<file path="config.mk">
export PLATFORM = sky130hd
export DESIGN_NAME = seg7_scan_driver_flat
export DESIGN_NICKNAME = d
export VERILOG_FILES = /design/src/rtl/seg7_scan_driver_if.sv /design/src/rtl/seg7_scan_driver.sv /design/src/flat_wrapper.sv
export SDC_FILE = /design/constraint.sdc
export NUM_CORES = 1
export LEC_CHECK = 0
export ABC_AREA = 0
export CAP_MARGIN = 40
export CORE_MARGIN = 4
export CORE_UTILIZATION = 30
export DETAILED_ROUTE_END_ITERATION = 16
export GPL_ROUTABILITY_DRIVEN = 0
export SLEW_MARGIN = 20
export SYNTH_ARGS = -nofsm -noshare
export SYNTH_HDL_FRONTEND = slang
export SYNTH_SLANG_ARGS = --single-unit
export TNS_END_PERCENT = 30
</file>
<file path="constraint.sdc">
create_clock -name clk -period 5.2 [get_ports clk]
set_input_delay 1.04 -clock clk [delete_from_list [all_inputs] [get_ports clk]]
set_output_delay 1.04 -clock clk [all_outputs]
set_load 0.01 [all_outputs]
</file>
<file path="src/rtl/seg7_scan_driver_if.sv">
// Digit data in, multiplexed segment/enable pins out, for the 4-digit scan driver.
// master is the digit source side, slave is the scan driver itself.
interface seg7_scan_driver_if;
    logic [3:0] Hex_0;
    logic [3:0] Hex_1;
    logic [3:0] Hex_2;
    logic [3:0] Hex_3;
    logic [3:0] dp_mask;
    logic [6:0] seg;
    logic       dp;
    logic [3:0] dig_en;

    modport master (
        output Hex_0, Hex_1, Hex_2, Hex_3, dp_mask,
        input  seg, dp, dig_en
    );

    modport slave (
        input  Hex_0, Hex_1, Hex_2, Hex_3, dp_mask,
        output seg, dp, dig_en
    );
endinterface

</file>
<file path="src/rtl/seg7_scan_driver.sv">
// Time-multiplexed 4-digit 7-segment driver: frame-aligned snapshot, BCD decode,
// leading-zero blanking and a guard interval at the start of every digit slot.
module seg7_scan_driver #(
    parameter int IN_CLK_HZ  = 50_000_000,
    parameter int SCAN_HZ    = 1000,
    parameter int GUARD      = 16,
    parameter bit BLANK_LEAD = 1'b1,
    parameter bit ACTIVE_LOW = 1'b1
) (
    input  logic              clk,
    input  logic              rst,
    seg7_scan_driver_if.slave bus
);
    localparam int            SLOT      = IN_CLK_HZ / SCAN_HZ;
    localparam int            CW        = (SLOT > 2) ? $clog2(SLOT) : 1;
    localparam logic [CW-1:0] CNT_LAST  = CW'(SLOT - 1);
    localparam logic [CW-1:0] CNT_GUARD = CW'(GUARD);
    localparam logic [6:0]    SEG_POL   = ACTIVE_LOW ? 7'h7F : 7'h00;
    localparam logic          DP_POL    = ACTIVE_LOW;
    localparam logic [3:0]    EN_POL    = ACTIVE_LOW ? 4'hF : 4'h0;

    logic [CW-1:0] cnt;
    logic [1:0]    idx;
    logic [15:0]   snap_hex;
    logic [3:0]    snap_dp;

    logic          frame_end;
    logic [3:0]    cur_digit;
    logic          z3, z2, z1;
    logic          blank;
    logic [6:0]    seg_nxt;
    logic          dp_nxt;
    logic [3:0]    en_nxt;

    function automatic logic [6:0] bcd_to_seg(input logic [3:0] v);
        logic [6:0] s;
        case (v)
            4'd0:    s = 7'h3F;
            4'd1:    s = 7'h06;
            4'd2:    s = 7'h5B;
            4'd3:    s = 7'h4F;
            4'd4:    s = 7'h66;
            4'd5:    s = 7'h6D;
            4'd6:    s = 7'h7D;
            4'd7:    s = 7'h07;
            4'd8:    s = 7'h7F;
            4'd9:    s = 7'h6F;
            default: s = 7'h40;
        endcase
        return s;
    endfunction

    assign frame_end = (cnt == CNT_LAST) && (idx == 2'd3);
    assign z3        = (snap_hex[15:12] == 4'd0);
    assign z2        = (snap_hex[11:8]  == 4'd0);
    assign z1        = (snap_hex[7:4]   == 4'd0);

    always_comb begin
        cur_digit = snap_hex[{idx, 2'b00} +: 4];
        blank     = 1'b0;
        if (BLANK_LEAD) begin
            case (idx)
                2'd3:    blank = z3;
                2'd2:    blank = z3 && z2;
                2'd1:    blank = z3 && z2 && z1;
                default: blank = 1'b0;
            endcase
        end

        seg_nxt = 7'h00;
        dp_nxt  = 1'b0;
        en_nxt  = 4'b0000;
        if (cnt >= CNT_GUARD) begin
            en_nxt  = 4'b0001 << idx;
            seg_nxt = blank ? 7'h00 : bcd_to_seg(cur_digit);
            dp_nxt  = snap_dp[idx];
        end
    end

    // Outputs are built from this cycle's cnt/idx/snapshot, so they lag by one clock.
    always_ff @(posedge clk) begin
        if (rst) begin
            cnt        <= '0;
            idx        <= 2'd0;
            snap_hex   <= 16'h0000;
            snap_dp    <= 4'h0;
            bus.seg    <= SEG_POL;
            bus.dp     <= DP_POL;
            bus.dig_en <= EN_POL;
        end else begin
            if (cnt == CNT_LAST) begin
                cnt <= '0;
                idx <= idx + 2'd1;
            end else begin
                cnt <= cnt + CW'(1);
            end

            if (frame_end) begin
                snap_hex <= {bus.Hex_3, bus.Hex_2, bus.Hex_1, bus.Hex_0};
                snap_dp  <= bus.dp_mask;
            end

            bus.seg    <= seg_nxt ^ SEG_POL;
            bus.dp     <= dp_nxt ^ DP_POL;
            bus.dig_en <= en_nxt ^ EN_POL;
        end
    end
endmodule
</file>
<file path="src/flat_wrapper.sv">
// flat-port wrapper written by rule: the top's interface ports become plain ports
module seg7_scan_driver_flat 
#(
    parameter int IN_CLK_HZ  = 50_000_000,
    parameter int SCAN_HZ    = 1000,
    parameter int GUARD      = 16,
    parameter bit BLANK_LEAD = 1'b1,
    parameter bit ACTIVE_LOW = 1'b1
)
  (clk, rst, bus_Hex_0, bus_Hex_1, bus_Hex_2, bus_Hex_3, bus_dp_mask, bus_seg, bus_dp, bus_dig_en);
  seg7_scan_driver_if bus_i ();
  input  logic clk;
  input  logic rst;
  input wire logic [$bits(bus_i.Hex_0)-1:0] bus_Hex_0;
  input wire logic [$bits(bus_i.Hex_1)-1:0] bus_Hex_1;
  input wire logic [$bits(bus_i.Hex_2)-1:0] bus_Hex_2;
  input wire logic [$bits(bus_i.Hex_3)-1:0] bus_Hex_3;
  input wire logic [$bits(bus_i.dp_mask)-1:0] bus_dp_mask;
  output wire logic [$bits(bus_i.seg)-1:0] bus_seg;
  output wire logic [$bits(bus_i.dp)-1:0] bus_dp;
  output wire logic [$bits(bus_i.dig_en)-1:0] bus_dig_en;
  assign bus_i.Hex_0 = bus_Hex_0;
  assign bus_i.Hex_1 = bus_Hex_1;
  assign bus_i.Hex_2 = bus_Hex_2;
  assign bus_i.Hex_3 = bus_Hex_3;
  assign bus_i.dp_mask = bus_dp_mask;
  assign bus_seg = bus_i.seg;
  assign bus_dp = bus_i.dp;
  assign bus_dig_en = bus_i.dig_en;
  seg7_scan_driver #(.IN_CLK_HZ(IN_CLK_HZ), .SCAN_HZ(SCAN_HZ), .GUARD(GUARD), .BLANK_LEAD(BLANK_LEAD), .ACTIVE_LOW(ACTIVE_LOW)) u_core (.clk(clk), .rst(rst), .bus(bus_i));
endmodule
</file>
=== Yosys cells after proc, flatten, opt, wreduce, memory -nomap -nowiden ===
Memory sizes are Yosys's and may differ from the RTL's.
Cells that the tools add are included.

* Reductions and logical operators: 7
* Bitwise gates (word level): 3
* Shift operators: 2
* Order comparisons: 2
* Eq/ne operators: 4
* Muxes and demuxes: 7
* Add/sub/neg operators: 2

{| class="wikitable"
|+ Operators by type and width
! operator !! number
|-
| adder 16 x 1 -> 16 bit, second input constant || 1
|-
| equality test 16 bit, second input constant || 1
|-
| greater-or-equal comparator 16 x 5 -> 1 bit, second input constant || 1
|-
| variable part select 16 x 5 -> 4 bit || 1
|-
| 2-to-1 mux 7 bit || 2
|-
| logical NOT 4 bit || 3
|-
| NOT 7 bit || 1
|-
| equality test 2 bit, second input constant || 2
|-
| 2-to-1 mux 4 bit || 1
|-
| NOT 4 bit || 1
|-
| left shift 1 x 2 -> 4 bit, first input constant || 1
|-
| logical AND 1 bit || 3
|-
| less-than comparator 2 x 3 -> 1 bit, second input constant || 1
|-
| one-hot mux 1 bit (3 select lines) || 1
|-
| adder 2 x 1 -> 2 bit, second input constant || 1
|-
| binary-select mux 1 bit (select 2 bit) || 1
|-
| equality test 2 x 1 -> 1 bit, second input constant || 1
|-
| 2-to-1 mux 1 bit || 2
|-
| OR reduction 2 bit || 1
|-
| NOT 1 bit || 1
|}

* Memories kept: 1
* Bits in read-only memories: 112
* Register bits: 50
* Word-level logic and storage cells: 35
* Input bits: 22

{| class="wikitable"
|+ Memory list
! memory !! depth !! bits a word !! read ports !! clocked after memory_dff !! wr ports !! line !! source
|-
| (name not given) || 16 || 7 || 1 || 0 || 0 || seg7_scan_driver.sv:37 || <nowiki>case (v)</nowiki>
|}

=== Logic depth before layout (Yosys ltp) ===
Gate-level depths: netlist of the first run.

* Depth in word-level cells: 7
* Depth in mapped cells: 7
* Depth with buffers taken out: 6

=== Least setup slack after synthesis of the first run ===
OpenSTA, ideal clock, no wires.

* Path type: in2reg
* From: input rst
* To: register u_core.bus.seg[0]
* Path slack: 3.361 ns
* Arrival: 1.710 ns
* Cell stages on the path: 4
* Required time: 5.071 ns
* Buffers on the path: 1
* Path through: buf_1 a41o_1 a211oi_4 o21ai_1

{| class="wikitable"
|+ RTL lines
! what !! line !! source
|-
| start: declaration || flat_wrapper.sv:13 || <nowiki>input logic rst;</nowiki>
|-
| end signal: assignment || seg7_scan_driver.sv:103 || <nowiki>bus.seg <= seg_nxt ^ SEG_POL;</nowiki>
|-
| end: declaration || seg7_scan_driver_if.sv:20 || <nowiki>output seg, dp, dig_en</nowiki>
|}

=== Final worst setup path of the first run ===
* From: register u_core.cnt[10]
* To: register u_core.cnt[8]

* Word-level cells in the longest chain between the ends: 2

{| class="wikitable"
|+ Ends and longest elaborated chain
! what !! line !! source
|-
| start: declaration || seg7_scan_driver.sv:22 || <nowiki>logic [CW-1:0] cnt;</nowiki>
|-
| start signal: assignment || seg7_scan_driver.sv:95 || <nowiki>cnt <= cnt + CW'(1);</nowiki>
|-
| equality test 16 bit || seg7_scan_driver.sv:91 || <nowiki>if (cnt == CNT_LAST) begin</nowiki>
|-
| OR reduction 2 bit (no source line) || n/a ||
|}

Every way passes these cells.
A chain may end at the register's enable or synchronous reset.

==> results of run 1 <==
[through the flow]
stage | hold slack, ns | setup slack, ns | cells
after floorplan | 0.4392 | 3.361 | 259
after global placement | 0.4522 | 2.313 | 375
after detailed placement | 0.4568 | 2.492 | 377
after CTS | 0.4693 | 2.465 | 384
after global routing | 0.4825 | 2.468 | 386
final | 0.4698 | 2.693 | 386
[final cells by class]
type	instances	area [um^2]
well taps	102	127.6
flip-flops and latches	50	1001
repair buffers	38	390.4
clock inverters	1	7.507
multi-input cells	176	1270
clock buffers	6	72.57
inverters	13	48.80
fillers	800	4850
[worst paths after layout]
| path | end | slack, ns |
|---|---|---|
| setup / recovery | u_core.cnt[8] | 2.69 |
| hold / removal | u_core.snap_dp[2] | 0.47 |
| setup reg to reg | u_core.cnt[8] | 2.69 |
| hold reg to reg | u_core.snap_dp[2] | 0.47 |
[critical path: stages (launching register included)]
cell and delay, ns:
dfxtp_1 0.37, nor4_2 0.44, nand4_1 0.55, buf_6 0.35, o21bai_2 0.55, nor2_1 0.11
[layer usage]
metal | up-vias | track usage (%)
li1 | 995 | -
met1 | 901 | 14.42
met2 | 31 | 18.08
met3 | 10 | 2.872
met4 | 0 | 3.834
met5 | - | 0
[layout by cell type, fill, tap and decap left out, types with 2 or more instances in the layout]
master and count:
o21ai_0 3, nand4_1 22, nand3_1 8, nand2b_1 3, dfxtp_1 50, a21oi_1 26, o21ai_1 4, xnor2_1 11
nor3_1 5, clkbuf_8 5, and3_1 2, clkdlybuf4s50_1 33, ha_1 12, buf_8 2, mux4_1 2, and2_1 2
nor4_1 5, inv_1 13, nor2_1 18, buf_6 2, mux4_2 3, nand2_1 8, o31ai_1 21, or4_1 2
[flip-flops by register name, indices dropped and copies added (netlist names)]
name and flops:
u_core.bus.dig_en 4, u_core.cnt 16, u_core.bus.seg 7, u_core.snap_dp 4
u_core.idx 2, u_core.bus.dp 1, u_core.snap_hex 16
[logic make-up after synthesis]
logic type,after synthesis,share of synthesized area (%)
fa+ha+maj,12,6.253
compound gates,65,18.08
xor+xnor,12,4.377
simple gates,82,18.97
buf+inv,33,5.628
flops,50,41.69
mux,5,5.002
[power by group through the flow]
stage                     clock (mW)  sequential, mW  combinational [mW]
final                          0.219           0.387              0.0268
after global routing           0.236           0.387              0.0292
after CTS                      0.224           0.387              0.0272
after detailed placement           0           0.396              0.0271
after global placement             0           0.396              0.0256
after floorplan                    0           0.395             0.00824
==> flow_summary.toml, run 1 <==
[floorplan]
start_util_pct = 30.91
num_io_pins = 34
die_area_mm2 = 0.009498
dieHeight_um = 97.46
core_area_mm2 = 0.007767
die_w_um = 97.46
rows = 32

[clock_network]
clockBufferDepth = 2
cts.clk_slew.worst_paths_ns = 0.09
post-cts-setup-buffers = 0
cts_buffers = 5
cts.repair.resized = 0
numClockSinks = 50
htreeDepth = 2
cts_tree = "yes"
cts-root-buf = "clkbuf_8"
cts_hold_buf = 0
clk_latency_ns = 0.30

[synth]
synth_top_cell_by_area = "dfxtp_1"
synth_seq_cells = 50
yosys_warnings = 0
synth_commonest_cells = "dfxtp_1 (50), a21oi_1 (26), nand4_1 (22), o31ai_1 (21), nor2_1 (18)"
synth_area_mm2 = 0.002401
synthFlopType = "dfxtp_1"
netlist_top_cells_area = "dfxtp_1 (42%), o31ai_1 (6.6%), ha_1 (6.3%)"
seq_area_frac_synth_pct = 41.69
synth_nets = 293
yosysMostFrequentCell = "dfxtp_1"
synth.distinct_cells = 42
synth_top_area_share_pct = 41.69
synthCells = 259
ys_async_sr_fraction_pct = 0
synth_edf_count = 0
synth.avg_cell_area_um2 = 9.270

[layout]
final_util_pct = 37.56
n_antenna_cell = 0
fin_area_mm2 = 0.002918
area_growth_pct = 21.52
nNetsFinal = 318
drive_gt1_share_pct = 8.099

[run]
maxCapViolCount = 0

[pwr]
combPwrFrac_pct = 4.2
switching_share_pct = 21.80
internal_power_mw = 0.4944
power_density_mw_per_mm2 = 216.7
power_switching_mw = 0.1379
power_frac_clock_pct = 34.6
p_leak_nw = 0.9346
total_power_mw = 0.6323
seqPwrFrac_pct = 61.2
ir_drop_uv = 88.12

[min_path]
min_path_cells = 2
hp-start = "u_core.snap_dp[2]"
worstHoldPathType = "reg -> reg"

[place]
place_hpwl_um = 3751
placed_area_mm2 = 0.002811
port_buffers = 33

[routing]
avgViaCountPerCell = 5.018
top_layer = "met4"
met2_length_um = 2467
wl_met3_um = 241
drc = 0
drt_first_pass_iters = 4
wire_per_inst_um = 13.65
vias = 1937
wl_met1_um = 2473
drtIter0Drc = 85
drt-total-wl_um = 5268
detail-route-antenna-nets = 0

[timing]
rsz0062_at_grt = "false"
tns_ns = 0
drv_slew = 0
maxSlewHeadroom_pct = 44.91
finalSetupViolCount = 0
fin_crit_ns = 2.507
finalHoldViolCount = 0
finalCritPeriodShare_pct = 48.21
skew_ns = 0.01204
worstMarginPinSlew_ns = 0.8264
fmax_ghz = 0.3989

[critical_path]
startpoint_type = "flop"
cp-end-kind = "flop"
cp.required_ns = 5.36
critPathArrivalTime_ns = 2.67
cp_max_fo = 16
crit_start = "u_core.cnt[10]"
critPathKind = "reg -> reg"
r2r_start = "u_core.cnt[10]"
r2r_cells = 5

[global_route]
grt_remaining_overflow = 0
grt_pass1_vias = 1892
grt_pass1_wl_um = 8838
antenna_found_initial = 0
grtUsageTotal_pct = 11.16
grt_start_max_net_pins = 25

[run_status]
status = "finished, final reports clean"
(Power assumes the default switching activity.)
==> run 2: changes to the inputs <==
Clock period 5.2 ns to 2.1 ns, I/O delays scaled along.
==> run 2 against run 1 <==
  * Flip-flop and latch count stayed put
  * Critical path depth stayed put
  * Core utilization is 0.39 points higher
  * Sequential share of layout area is 0.35 points lower
  * Routed wire length is 2.5% lower
  * Combinational power grew to 2.6 times the previous value
  * Hold slack better by 0.0042 ns
  * Largest power group unchanged
  * Non-clock buffer count is 5 higher
  * Via count is 0.83% higher
  * Final cell count is 1.3% higher
  * Global-route usage hardly changed
  * Maximum frequency is 30% higher
==> flow_summary.toml, run 2 (synthesized netlist as in run 1, its figures left out) <==
[run_status]
status = "finished, final reports clean"

[floorplan]
rows = 32
dieHeight_um = 97.46
start_util_pct = 30.91
core_area_mm2 = 0.007767
num_io_pins = 34
die_area_mm2 = 0.009498
die_w_um = 97.46

[layout]
area_growth_pct = 22.77
reg_top3 = "u_core.cnt x16, u_core.snap_hex x16, u_core.bus.seg x7"
fillers = 814
multi_input_area_mm2 = 0.001270
n_antenna_cell = 0
drive_gt1_share_pct = 10.03
fin_cells = 391
mostFrequentLayoutCell = "dfxtp_1"
final_cell_mix = "dfxtp_1 (50), clkdlybuf4s50_1 (33), a21oi_1 (26)"
regArea_mm2 = 0.001001
fin_area_mm2 = 0.002948
nNetsFinal = 323

[pwr]
power_density_mw_per_mm2 = 537.0
p_leak_nw = 0.9617
total_power_mw = 1.583
ir_drop_uv = 220.2

[clock_network]
clk_latency_ns = 0.31
clockBufferDepth = 2
cts-root-buf = "clkbuf_8"
cts.repair.resized = 0
cts_hold_buf = 0
cts_buffers = 5
cts_tree = "yes"
cts.clk_slew.worst_paths_ns = 0.09
post-cts-setup-buffers = 0
htreeDepth = 2
numClockSinks = 50

[critical_path]
cp_top_family = "multiplexers"
r2r_start = "u_core.idx[0]"
startpoint_type = "flop"
cp_max_fo = 7
reg2reg_setup_slack_ns = 0.17
r2r_cells = 5
slowest_stage = "mux4_1"
cp.required_ns = 2.31
cp-endpoint = "u_core.bus.seg[4]"
critPathArrivalTime_ns = 2.14
cp-end-kind = "flop"
cp_slowest_stage_delay_ns = 0.65
crit_start = "u_core.idx[0]"
reg2reg_to = "u_core.bus.seg[4]"
critPathKind = "reg -> reg"
cp_cell_sequence = "mux4_1 > inv_1 > ha_1 > nand2b_1 > a221o_1"
crit_buf_inv = 1
path_depth = 5

[place]
placed_cells = 384
port_buffers = 33
placed_area_mm2 = 0.002865
place_hpwl_um = 3750

[run]
maxCapViolCount = 0

[routing]
wire_per_inst_um = 13.13
drtIter0Drc = 71
avgViaCountPerCell = 4.995
detail-route-antenna-nets = 0
drt_first_pass_iters = 6
drc = 0
drt-total-wl_um = 5135
vias = 1953

[timing]
drv_slew = 0
finalHoldViolCount = 0
rsz0062_at_grt = "false"
maxSlewHeadroom_pct = 66.44
finalSetupViolCount = 0
finalCritPeriodShare_pct = 91.90
skew_ns = 0.01436
fmax_ghz = 0.5181
whs_ns = 0.4740
fin_crit_ns = 1.930
worstMarginPinSlew_ns = 0.5011
tns_ns = 0

[min_path]
hp-start = "u_core.snap_dp[3]"
worstHoldPathType = "reg -> reg"

[global_route]
grtUsageTotal_pct = 11.15
grt_start_max_net_pins = 25
antenna_found_initial = 0
grt_pass1_vias = 1878
grt_remaining_overflow = 0
grt_pass1_wl_um = 8783
## run 2: how the worst min path moves through the flow
stage,endpoint,slack [ns],depth (start not counted)
after floorplan,u_core.snap_dp[1],0.44,2
after global placement,u_core.snap_dp[2],0.45,2
after detailed placement,u_core.snap_dp[0],0.46,2
after CTS,u_core.snap_dp[0],0.48,2
after global routing,u_core.snap_dp[0],0.51,2
final,u_core.snap_dp[3],0.47,2
## run 2: metrics by stage
step / utilization [%] / worst slack [ns]
floorplan: - / 0.2816
global placement: 36.89 / 0.1953
detailed placement: 36.89 / 0.1505
CTS: 37.95 / 0.1512
global route: 37.95 / 0.05709
finish: 37.95 / 0.1700
## run 2: cell type report
cell class                 instances  area share, %
sequential                        50          33.96
inverter                          13          1.655
timing repair buffer              43          14.18
tap                              102          4.329
clock buffer                       5          2.334
clock inverter                     2         0.4669
multi-input combinational        176          43.08
## run 2: worst reg2reg max path, cell delays in order (launching register included)
cell	delay, ns
dfxtp_1	0.51
mux4_1	0.65
inv_1	0.14
ha_1	0.19
nand2b_1	0.07
a221o_1	0.28
## run 2: routing by layer
metal / up-vias / global-route usage [%] / share of wire (%)
li1: 1008 / - / -
met3: 8 / 2.441 / 3.6
met1: 905 / 13.84 / 47
met4: 0 / 3.834 / 1.4
met2: 32 / 19.03 / 47
met5: - / 0 / 0
## run 2: power by group
part	total, mW	leakage [nW]	switching [mW]	internal, mW
Sequential	0.958	0.404	0.00542	0.952
Clock	0.557	0.0444	0.326	0.231
Combinational	0.0686	0.514	0.0234	0.0452
Total	1.58	0.962	0.355	1.23
